File: config.mk
export PLATFORM = sky130hd
export DESIGN_NAME = gray_count_scheduler
export DESIGN_NICKNAME = d
export VERILOG_FILES = /design/src/rtl/gray_count_scheduler.sv
export SDC_FILE = /design/constraint.sdc
export NUM_CORES = 1
export LEC_CHECK = 0
export ABC_AREA = 0
export ABC_CLOCK_PERIOD_IN_PS = 5650
export BUFFER_PORTS_ARGS = -buffer_cell sky130_fd_sc_hd__buf_2
export CAP_MARGIN = 20
export CORE_AREA = 2 2 66 68
export DETAILED_ROUTE_END_ITERATION = 10
export DIE_AREA = 0 0 68 70
export MAX_ROUTING_LAYER = met4
export PLACE_DENSITY = 0.75
export SYNTH_ARGS = -nofsm -noshare
export SYNTH_HDL_FRONTEND = slang
export SYNTH_SLANG_ARGS = --single-unit
File: constraint.sdc
create_clock -name clock -period 5.65 [get_ports clock]
set_input_delay 0.8475 -clock clock [delete_from_list [all_inputs] [get_ports clock]]
set_output_delay 0.8475 -clock clock [all_outputs]
set_load 0.02 [all_outputs]
File: src/rtl/gray_count_scheduler.sv
// Round-robin scheduler sharing one Gray-code counter among NREQ requesters.
// Latency: accept in cycle N, ISSUE N+1, capture end of N+2, resp_valid in N+3.
// Backpressure: none downstream; requesters hold req_valid until req_ack pulses.
//
// Ports:
//   clock, reset (async active-low)
//   req_valid/req_op/req_value : per-requester request, op and LOAD operand
//   req_ack                    : one-hot, combinational, asserted in the accept cycle
//   cnt_*                      : counter controls; cnt_value is the counter's Gray output
//   resp_valid/id/data/err     : one-cycle response to the granted requester
//   busy                       : high whenever the FSM is not in IDLE
module gray_count_scheduler #(
  parameter int WIDTH = 4,
  parameter int NREQ  = 4
) (
  input  logic                  clock,
  input  logic                  reset,
  input  logic [NREQ-1:0]       req_valid,
  input  logic [2*NREQ-1:0]     req_op,
  input  logic [WIDTH*NREQ-1:0] req_value,
  output logic [NREQ-1:0]       req_ack,
  output logic                  cnt_enable,
  output logic                  cnt_load,
  output logic                  cnt_hold,
  output logic                  cnt_count_up,
  output logic                  cnt_count_down,
  output logic [WIDTH-1:0]      cnt_start_value,
  input  logic [WIDTH-1:0]      cnt_value,
  output logic                  resp_valid,
  output logic [2:0]            resp_id,
  output logic [WIDTH-1:0]      resp_data,
  output logic                  resp_err,
  output logic                  busy
);

  localparam logic [1:0] ST_IDLE  = 2'd0;
  localparam logic [1:0] ST_ISSUE = 2'd1;
  localparam logic [1:0] ST_WAIT  = 2'd2;
  localparam logic [1:0] ST_RESP  = 2'd3;

  localparam logic [1:0] OP_LOAD = 2'b00;
  localparam logic [1:0] OP_UP   = 2'b01;
  localparam logic [1:0] OP_DOWN = 2'b10;
  localparam logic [1:0] OP_READ = 2'b11;

  logic [1:0]       state;
  logic [2:0]       ptr;
  logic [2:0]       gnt;
  logic [1:0]       op_q;
  logic [WIDTH-1:0] operand_q;
  logic [WIDTH-1:0] last_value;
  logic [WIDTH-1:0] start_hold;
  logic [WIDTH-1:0] resp_data_q;
  logic             resp_err_q;

  // Rotating priority search: first set req_valid bit at or above ptr, with wrap.
  logic       found;
  logic [2:0] pick;
  int         idx;

  always_comb begin
    found = 1'b0;
    pick  = 3'd0;
    idx   = 0;
    for (int k = 0; k < NREQ; k++) begin
      idx = int'(ptr) + k;
      if (idx >= NREQ) idx = idx - NREQ;
      if (!found && req_valid[idx]) begin
        found = 1'b1;
        pick  = 3'(idx);
      end
    end
  end

  logic [WIDTH-1:0] start_sel;
  logic             is_issue;
  logic             step_err;

  assign is_issue  = (state == ST_ISSUE);
  assign start_sel = (op_q == OP_LOAD) ? operand_q : last_value;
  // A legal Gray step flips exactly one bit; anything else on UP/DOWN is an error.
  assign step_err  = ((op_q == OP_UP) || (op_q == OP_DOWN)) &&
                     ($countones(cnt_value ^ last_value) != 1);

  always_ff @(posedge clock or negedge reset) begin
    if (!reset) begin
      state       <= ST_IDLE;
      ptr         <= 3'd0;
      gnt         <= 3'd0;
      op_q        <= OP_LOAD;
      operand_q   <= '0;
      last_value  <= '0;
      start_hold  <= '0;
      resp_data_q <= '0;
      resp_err_q  <= 1'b0;
    end else begin
      case (state)
        ST_IDLE: begin
          if (found) begin
            gnt       <= pick;
            op_q      <= req_op[2*int'(pick) +: 2];
            operand_q <= req_value[WIDTH*int'(pick) +: WIDTH];
            state     <= ST_ISSUE;
          end
        end
        ST_ISSUE: begin
          // Keep the driven start value visible after the ISSUE cycle.
          start_hold <= start_sel;
          state      <= ST_WAIT;
        end
        ST_WAIT: begin
          resp_data_q <= cnt_value;
          resp_err_q  <= step_err;
          last_value  <= cnt_value;
          state       <= ST_RESP;
        end
        default: begin
          ptr   <= (gnt == 3'(NREQ - 1)) ? 3'd0 : gnt + 3'd1;
          state <= ST_IDLE;
        end
      endcase
    end
  end

  always_comb begin
    req_ack = '0;
    if (state == ST_IDLE && found) req_ack[pick] = 1'b1;
  end

  assign cnt_enable      = is_issue;
  assign cnt_load        = is_issue && (op_q == OP_LOAD);
  assign cnt_count_up    = is_issue && (op_q == OP_UP);
  assign cnt_count_down  = is_issue && (op_q == OP_DOWN);
  assign cnt_hold        = is_issue && (op_q == OP_READ);
  assign cnt_start_value = is_issue ? start_sel : start_hold;

  assign resp_valid = (state == ST_RESP);
  assign resp_id    = (state == ST_RESP) ? gnt : 3'd0;
  assign resp_data  = resp_data_q;
  assign resp_err   = (state == ST_RESP) && resp_err_q;
  assign busy       = (state != ST_IDLE);

endmodule

==> results of run 1 <==
[layout make-up]
cell class,instances,share of cell area [%]
timing repair buffer,57,12.87
clock inverter,1,0.3358
tap,52,2.910
sequential,23,25.74
multi-input combinational,151,54.11
inverter,13,2.182
clock buffer,3,1.847
[report_power, final]
group | internal, mW | total (mW) | switching [mW]
combinational | 0.395 | 0.895 | 0.499
clock | 0.0498 | 0.102 | 0.0519
sequential | 0.249 | 0.340 | 0.0911
[kinds of logic after synthesis]
kind of cell / Yosys count / share of synthesized area [%]
AOI/OAI and AO/OA: 39 / 14.60
adders and majority gates: 20 / 13.37
buffers and inverters: 26 / 7.397
muxes: 28 / 16.16
DFF: 23 / 29.85
xor gates and xnor gates: 6 / 2.725
and+or+nand+nor: 58 / 15.90
[flip-flops by register name, summed over array words and instances, names as in the netlist]
| signal | count |
|---|---|
| state | 2 |
| resp_err_q | 1 |
| op_q | 2 |
| operand_q | 4 |
| ptr | 3 |
| gnt | 3 |
| start_hold | 4 |
| resp_data | 4 |
[cell usage in the layout, fill, tap and decap left out, types with 2 or more instances in the layout]
master,instances
clkbuf_8,3
ha_1,19
nor2_1,16
xnor2_1,5
buf_2,56
inv_1,13
mux2_2,5
nand2b_1,2
mux2i_1,21
a21boi_0,3
dfrtp_1,23
nand2_1,14
nor3b_1,2
nor2b_1,2
a21oi_1,9
and2_1,9
nand3_1,2
and3b_1,3
o221ai_1,6
mux4_2,2
o21ai_0,8
nor3_1,2
[metal layers]
metal / track usage (%) / up-vias / wire, um
met1: 26.37 / 720 / 1820
met4: 3.111 / 0 / 16
met3: 3.543 / 2 / 218
met2: 28.69 / 50 / 1818
li1: - / 789 / -
met5: - / - / 0
[worst min-delay path: stages, from the launching register on]
cell and delay [ns]:
dfrtp_1 0.38, inv_1 0.05, o21ai_0 0.06
[worst paths after layout]
kind,cells after the start,slack (ns),end
max,10,1.48,req_ack[1]
min,2,0.52,resp_err_q
max reg2reg,8,2.48,op_q[1]
min reg2reg,2,0.52,resp_err_q
max in group asynchronous,1,4.77,start_hold[1]
min in group asynchronous,1,0.54,ptr[1]
==> flow_metrics.py, run 1 <==
metrics = {
    "worst_setup_path": {
        "reg2reg_from": "ptr[0]",
        "cp_top_family": "flip-flops",
        "slowest_stage": "dfrtp_1",
        "path_cells": "inv_1, ha_1, mux4_2, nand2b_4, nand2b_1, a22o_1, buf_4, nand3_1, nor2b_1, buf_2",
        "critPathBufInv": 3,
        "end_kind": "output pin",
        "worst_ep_arrival_time_ns": 3.33,
        "path_max_fanout": 19,
        "critPathLaunch": "ptr[0]",
        "start_kind": "flip-flop",
        "max_stage_delay_ns": 0.73,
        "worstPathRequired_ns": 4.80,
        "worstSetupPathType": "reg -> out",
    },
    "final_layout": {
        "diodes": 0,
        "multi_input_area_mm2": 0.001210,
        "drive_gt1_share_pct": 29.44,
        "ff_latch_area_um2": 575.6,
        "layout.cells.non_filler": 300,
        "nFillCells": 383,
        "nets": 303,
        "syn2layout_area_growth_pct": 15.96,
        "final_core_util_pct": 53.96,
        "final_area_mm2": 0.002236,
    },
    "synthesis": {
        "synth-async-reset-ratio_pct": 100.0,
        "synth_common_cells": "dfrtp_1, mux2i_1, ha_1",
        "synth_top_area_share_pct": 29.85,
        "synthesis.area_mm2": 0.001928,
        "postSynthCellCount": 200,
        "synth_most_common_cell": "dfrtp_1",
        "synth_cell_types": 46,
        "synth-edff-count": 0,
        "synth_fp_nets": 254,
        "synthFlopType": "dfrtp_1",
        "yosysTopAreaCell": "dfrtp_1",
        "avgSynthCellArea_um2": 9.640,
        "ys_seq_area_share_pct": 29.85,
        "ys_seq_elements": 23,
        "yosysWarnings": 0,
        "synth_area_leaders": "dfrtp_1, ha_1, mux2i_1, nor2_1, and2_1",
    },
    "timing": {
        "rsz0062_at_grt": "false",
        "worst_pin_slew_ns": 0.5953,
        "fmax_ghz": 0.2396,
        "whs_ns": 0.5150,
        "setup_viol": 0,
        "hold_viol": 0,
        "relSlewSlack_pct": 60.31,
        "finalSetupTns_ns": 0,
        "fin_crit_ns": 4.174,
        "final.setup_skew_ns": 0.001157,
        "setup_ws_ns": 1.476,
        "slew_viol_final": 0,
        "min_period_over_period_pct": 73.87,
    },
    "worst_hold_path": {
        "min_from": "resp_err_q",
        "min_path_type": "reg -> reg",
    },
    "floorplan": {
        "die_w_um": 68,
        "num_rows": 24,
        "ioPinCount": 57,
        "fp.dieArea_mm2": 0.004760,
        "core_mm2": 0.004144,
        "initial_core_util_pct": 46.53,
        "die_h_um": 70,
    },
    "route": {
        "wire_per_inst_um": 12.91,
        "vias_per_cell": 5.203,
        "antenna_left": 0,
        "drt_iter0_markers": 40,
        "drc": 0,
        "vias": 1561,
        "totalWireLength_um": 3873,
        "drt_first_pass_iters": 5,
    },
    "outcome": {
        "run_status": "finished, final reports clean",
    },
    "place": {
        "placed_area_mm2": 0.002187,
        "pre_cts_ws_ns": 1.756,
        "placed_cells": 296,
        "gp_congestion": 0.9075,
        "dpl.hpwl_um": 3091,
        "port_buffers": 56,
    },
    "clock_tree": {
        "tritoncts": "built",
        "cts_max_path_buffers": 2,
        "clkLatencyLatePin_ns": 0.26,
        "cts_buffers": 3,
        "path_clk_slew_ns": 0.08,
        "cts.sinks": 23,
        "holdBufCountCts": 0,
        "htreeDepth": 1,
        "post_cts_buffers": 0,
        "cts_resized": 0,
        "root_buffer": "clkbuf_8",
    },
    "power": {
        "power.leakage_nw": 1.131,
        "p_total_mw": 1.336,
        "ir_drop_mv": 0.3210,
        "power.density_mw_per_mm2": 597.6,
    },
    "grt": {
        "grt_pass1_wl_um": 6803,
        "grt_max_degree": 24,
        "grtUsageTotal_pct": 18.79,
        "grt_overflow": 0,
        "grt_pass1_vias": 1468,
        "grt_antenna_before_repair": 0,
    },
    "flow_run": {
        "max_cap_violations": 0,
    },
}
(Power assumes the default switching activity.)
==> run 2, diff against run 1 <==
Settings changed: ABC_CLOCK_PERIOD_IN_PS 5650 to 4000.
Clock period 5.65 ns to 4 ns, I/O delays scaled along.
==> run 2 against run 1 <==
  * Sequential share of layout area shrank 0.086 points
  * Critical path type unchanged
  * Via count shrank 0.51%
  * Flip-flop and latch count is the same
  * Global-route usage shrank 0.26 points
  * Core utilization grew 0.18 points
  * Non-clock buffer count grew 1
  * Clock-buffer cell count is the same
  * Worst hold slack lost 0.22 ns
  * Setup slack lost 1.2 ns
==> flow_metrics.py, run 2 (synthesis gave the netlist of run 1 again) <==
metrics = {
    "outcome": {
        "run_status": "finished, final reports clean",
    },
    "timing": {
        "rsz0062_at_grt": "false",
        "min_period_over_period_pct": 92.37,
        "relSlewSlack_pct": 61.60,
        "worst_pin_slew_ns": 0.5700,
        "setup_ws_ns": 0.3051,
        "slew_viol_final": 0,
        "fin_crit_ns": 3.695,
        "hold_viol": 0,
        "finalSetupTns_ns": 0,
        "fmax_ghz": 0.2706,
        "setup_viol": 0,
        "final.setup_skew_ns": 0.002962,
        "whs_ns": 0.2987,
    },
    "clock_tree": {
        "cts_max_path_buffers": 2,
        "tritoncts": "built",
        "htreeDepth": 1,
        "holdBufCountCts": 0,
        "cts.sinks": 23,
        "root_buffer": "clkbuf_8",
        "clkLatencyLatePin_ns": 0.27,
        "path_clk_slew_ns": 0.08,
        "post_cts_buffers": 0,
        "cts_buffers": 3,
        "cts_resized": 0,
    },
    "floorplan": {
        "ioPinCount": 57,
        "core_mm2": 0.004144,
        "initial_core_util_pct": 46.53,
        "die_h_um": 70,
        "num_rows": 24,
        "die_w_um": 68,
        "fp.dieArea_mm2": 0.004760,
    },
    "route": {
        "drt_first_pass_iters": 4,
        "drc": 0,
        "wire_per_inst_um": 13.16,
        "drt_iter0_markers": 53,
        "antenna_left": 0,
        "vias_per_cell": 5.159,
        "totalWireLength_um": 3962,
        "vias": 1553,
    },
    "grt": {
        "grt_antenna_before_repair": 0,
        "grt_pass1_vias": 1553,
        "grt_max_degree": 24,
        "grtUsageTotal_pct": 18.52,
        "grt_pass1_wl_um": 6824,
        "grt_overflow": 0,
    },
    "place": {
        "dpl.hpwl_um": 3093,
        "pre_cts_ws_ns": 0.6109,
        "port_buffers": 56,
        "gp_congestion": 0.8240,
        "placed_cells": 297,
    },
    "final_layout": {
        "nets": 304,
        "drive_gt1_share_pct": 29.72,
        "syn2layout_area_growth_pct": 16.35,
        "layout_common_cells": "buf_2, dfrtp_1, mux2i_1",
        "final_common_cell": "buf_2",
        "diodes": 0,
        "layout.cells.non_filler": 301,
    },
    "worst_setup_path": {
        "start_kind": "flip-flop",
        "worstPathRequired_ns": 3.40,
        "end_kind": "output pin",
        "path_max_fanout": 10,
        "worst_ep_arrival_time_ns": 3.09,
        "worstSetupPathType": "reg -> out",
    },
    "power": {
        "power.density_mw_per_mm2": 849.1,
        "ir_drop_mv": 0.4602,
        "p_total_mw": 1.905,
        "power.leakage_nw": 1.136,
    },
    "flow_run": {
        "max_cap_violations": 0,
    },
    "worst_hold_path": {
        "min_path_type": "in -> async",
    },
}
==> run 2: cell count changes in the layout (fill, tap and decap cells not counted), sizes merged <==
| cell | before | now |
|---|---|---|
| buf | 57 | 58 |
==> run 2: metal layers <==
metal	up-vias	wire length (um)	part of all wire (%)	global-route usage [%]
li1	792	-	-	-
met3	2	228	5.8	3.060
met4	0	16	0.40	3.111
met5	-	0	0	-
met1	707	1890	48	25.88
met2	52	1827	46	28.69
==> run 2: critical path: stages, from the launching register on <==
cell and delay (ns):
dfrtp_1 0.51, inv_1 0.18, ha_1 0.52, mux4_2 0.57, nand2b_4 0.17, o31ai_4 0.27
a211o_1 0.19, nand2b_2 0.21, nor2_1 0.05, buf_2 0.16
==> run 2: report_power, final <==
part | internal, mW | total (mW) | switching [mW]
logic | 0.566 | 1.30 | 0.733
registers | 0.352 | 0.457 | 0.105
clock network | 0.0705 | 0.149 | 0.0789
total | 0.988 | 1.90 | 0.917
==> run 2: final cells by class <==
cell class	instances	area, um^2
fillers	402	1901
multi-input cells	151	1210
flip-flops and latches	23	575.6
repair buffers	58	295.3
well taps	52	65.06
inverters	13	48.80
clock buffers	3	41.29
clock inverters	1	7.507
==> run 2: final timing paths <==
check | start | endpoint | slack (ns) | depth (start not counted)
max in group asynchronous | reset | resp_err_q | 3.35 | 1
worst min register to register | operand_q[3] | operand_q[3] | 0.50 | 2
worst max register to register | ptr[1] | op_q[0] | 0.97 | 9
min in group clock | operand_q[3] | operand_q[3] | 0.50 | 2
worst min-delay path | reset | ptr[2] | 0.30 | 1
worst max-delay path | ptr[1] | req_ack[0] | 0.31 | 9
==> run 2: through the flow <==
stage | area, um^2 | utilization, %
4_1_cts | 2243 | 54.14
2_1_floorplan | 1928 | -
3_5_place_dp | 2195 | 52.96
3_3_place_gp | 2195 | 52.96
6_report | 2243 | 54.14
5_1_grt | 2243 | 54.14
==> run 3, diff against run 2 <==
Settings changed: ABC_CLOCK_PERIOD_IN_PS 4000 to 4400.
Clock period 4 ns to 4.4 ns, I/O delays scaled along.
==> run 3 against run 2 <==
  * Worst hold slack better by 0.059 ns
  * Sequential share of layout area up 0.086 points
  * Sequential power decreased by 4%
  * Global-route usage barely moved
  * Critical path type unchanged
  * Cell area down 0.33%
  * Largest cell class unchanged
  * Wire length is 2.3% lower
  * Combinational power fell by 12%
  * Clock skew up 0.0027 ns
  * Final cell count down 0.33%
==> flow_metrics.py, run 3 (synthesis gave the netlist of run 1 again) <==
metrics = {
    "floorplan": {
        "die_w_um": 68,
        "core_mm2": 0.004144,
        "die_h_um": 70,
        "num_rows": 24,
        "initial_core_util_pct": 46.53,
        "fp.dieArea_mm2": 0.004760,
        "ioPinCount": 57,
    },
    "clock_tree": {
        "cts_buffers": 3,
        "root_buffer": "clkbuf_8",
        "holdBufCountCts": 0,
        "cts_max_path_buffers": 2,
        "cts_resized": 0,
        "clkLatencyLatePin_ns": 0.26,
        "htreeDepth": 1,
        "post_cts_buffers": 0,
        "tritoncts": "built",
        "cts.sinks": 23,
        "path_clk_slew_ns": 0.09,
    },
    "place": {
        "gp_congestion": 0.8467,
        "port_buffers": 56,
        "dpl.hpwl_um": 3094,
        "placed_area_mm2": 0.002187,
    },
    "final_layout": {
        "nFillCells": 378,
        "final_common_cell": "buf_2",
        "layout_common_cells": "buf_2, dfrtp_1, mux2i_1",
        "nets": 303,
        "drive_gt1_share_pct": 29.44,
        "syn2layout_area_growth_pct": 15.96,
        "final_area_mm2": 0.002236,
        "diodes": 0,
    },
    "grt": {
        "grt_pass1_vias": 1457,
        "grtUsageMet1_pct": 27.62,
        "grt_overflow": 0,
        "grt_util_met2_pct": 25.89,
        "grt_use_met3_pct": 3.382,
        "grt_max_degree": 24,
        "grtUsageTotal_pct": 18.51,
        "grt_antenna_before_repair": 0,
        "busiest_layer": "met1",
        "grt_pass1_wl_um": 6748,
    },
    "power": {
        "power.leakage_nw": 1.131,
        "power.density_mw_per_mm2": 768.7,
        "ir_drop_mv": 0.4019,
    },
    "timing": {
        "slew_viol_final": 0,
        "hold_viol": 0,
        "relSlewSlack_pct": 61.15,
        "min_period_over_period_pct": 90.02,
        "fmax_ghz": 0.2525,
        "worst_pin_slew_ns": 0.5828,
        "fin_crit_ns": 3.961,
        "final.setup_skew_ns": 0.005692,
        "rsz0062_at_grt": "false",
        "finalSetupTns_ns": 0,
        "setup_viol": 0,
    },
    "route": {
        "antenna_left": 0,
        "drt_first_pass_iters": 4,
        "wire_per_inst_um": 12.91,
        "totalWireLength_um": 3872,
        "drt_iter0_markers": 65,
        "drc": 0,
        "vias": 1559,
        "vias_per_cell": 5.197,
    },
    "outcome": {
        "run_status": "finished, final reports clean",
    },
    "worst_setup_path": {
        "worstSetupPathType": "reg -> out",
        "end_kind": "output pin",
        "start_kind": "flip-flop",
        "path_max_fanout": 19,
        "worstPathRequired_ns": 3.74,
        "worst_ep_arrival_time_ns": 3.30,
    },
    "flow_run": {
        "max_cap_violations": 0,
    },
    "worst_hold_path": {
        "min_path_type": "in -> async",
    },
}
## run 3: changes by cell type in the layout (fill, tap and decap cells not counted), sizes merged
cell  previous run  this run
buf             58        57
## run 3: final timing paths
path,from,end,slack [ns],cells past startpoint
setup / recovery,ptr[0],req_ack[0],0.44,9
hold / removal,reset,operand_q[1],0.36,1
setup reg to reg,ptr[0],op_q[0],1.16,9
hold reg to reg,resp_err_q,resp_err_q,0.52,2
max in group asynchronous,reset,state[0],3.70,1
min in group clock,resp_err_q,resp_err_q,0.52,2
## run 3: per-stage QoR
step | total power, mW | cells | worst slack, ns | util [%] | hold WS (ns)
floorplan | 1.391 | 200 | 1.074 | - | 0.3644
global placement | 1.573 | 296 | 0.7821 | 52.78 | 0.4971
detailed placement | 1.597 | 296 | 0.7108 | 52.78 | 0.5029
CTS | 1.737 | 300 | 0.4078 | 53.96 | 0.3727
global route | 1.898 | 300 | 0.1470 | 53.96 | 0.3889
finish | 1.719 | 300 | 0.4393 | 53.96 | 0.3579
## run 3: worst max-delay path, stage by stage, from the launching register on
cell and delay [ns]:
dfrtp_1 0.72, inv_1 0.19, ha_1 0.53, mux4_2 0.57, nand2b_4 0.17, o31ai_4 0.27
a211o_1 0.19, nand2b_2 0.20, nor2_1 0.05, buf_2 0.16
## run 3: final cells by class
type                       count  area [um^2]  area share (%)
clock buffer                   3        41.29           1.847
inverter                      13        48.80           2.182
tap                           52        65.06           2.910
timing repair buffer          57        287.8           12.87
clock inverter                 1        7.507          0.3358
multi-input combinational    151         1210           54.11
sequential                    23        575.6           25.74
## run 3: routing by layer
layer  wire, um  up-vias
li1           -      793
met1       1918      710
met2       1706       50
met3        195        6
met4         52        0
met5          0        -
## run 3: power by group
| part | leakage, nW | total [mW] | switching, mW | internal [mW] |
|---|---|---|---|---|
| Sequential | 0.277 | 0.439 | 0.119 | 0.320 |
| Clock | 0.0217 | 0.132 | 0.0680 | 0.0639 |
| Combinational | 0.832 | 1.15 | 0.638 | 0.510 |
| Total | 1.13 | 1.72 | 0.825 | 0.893 |
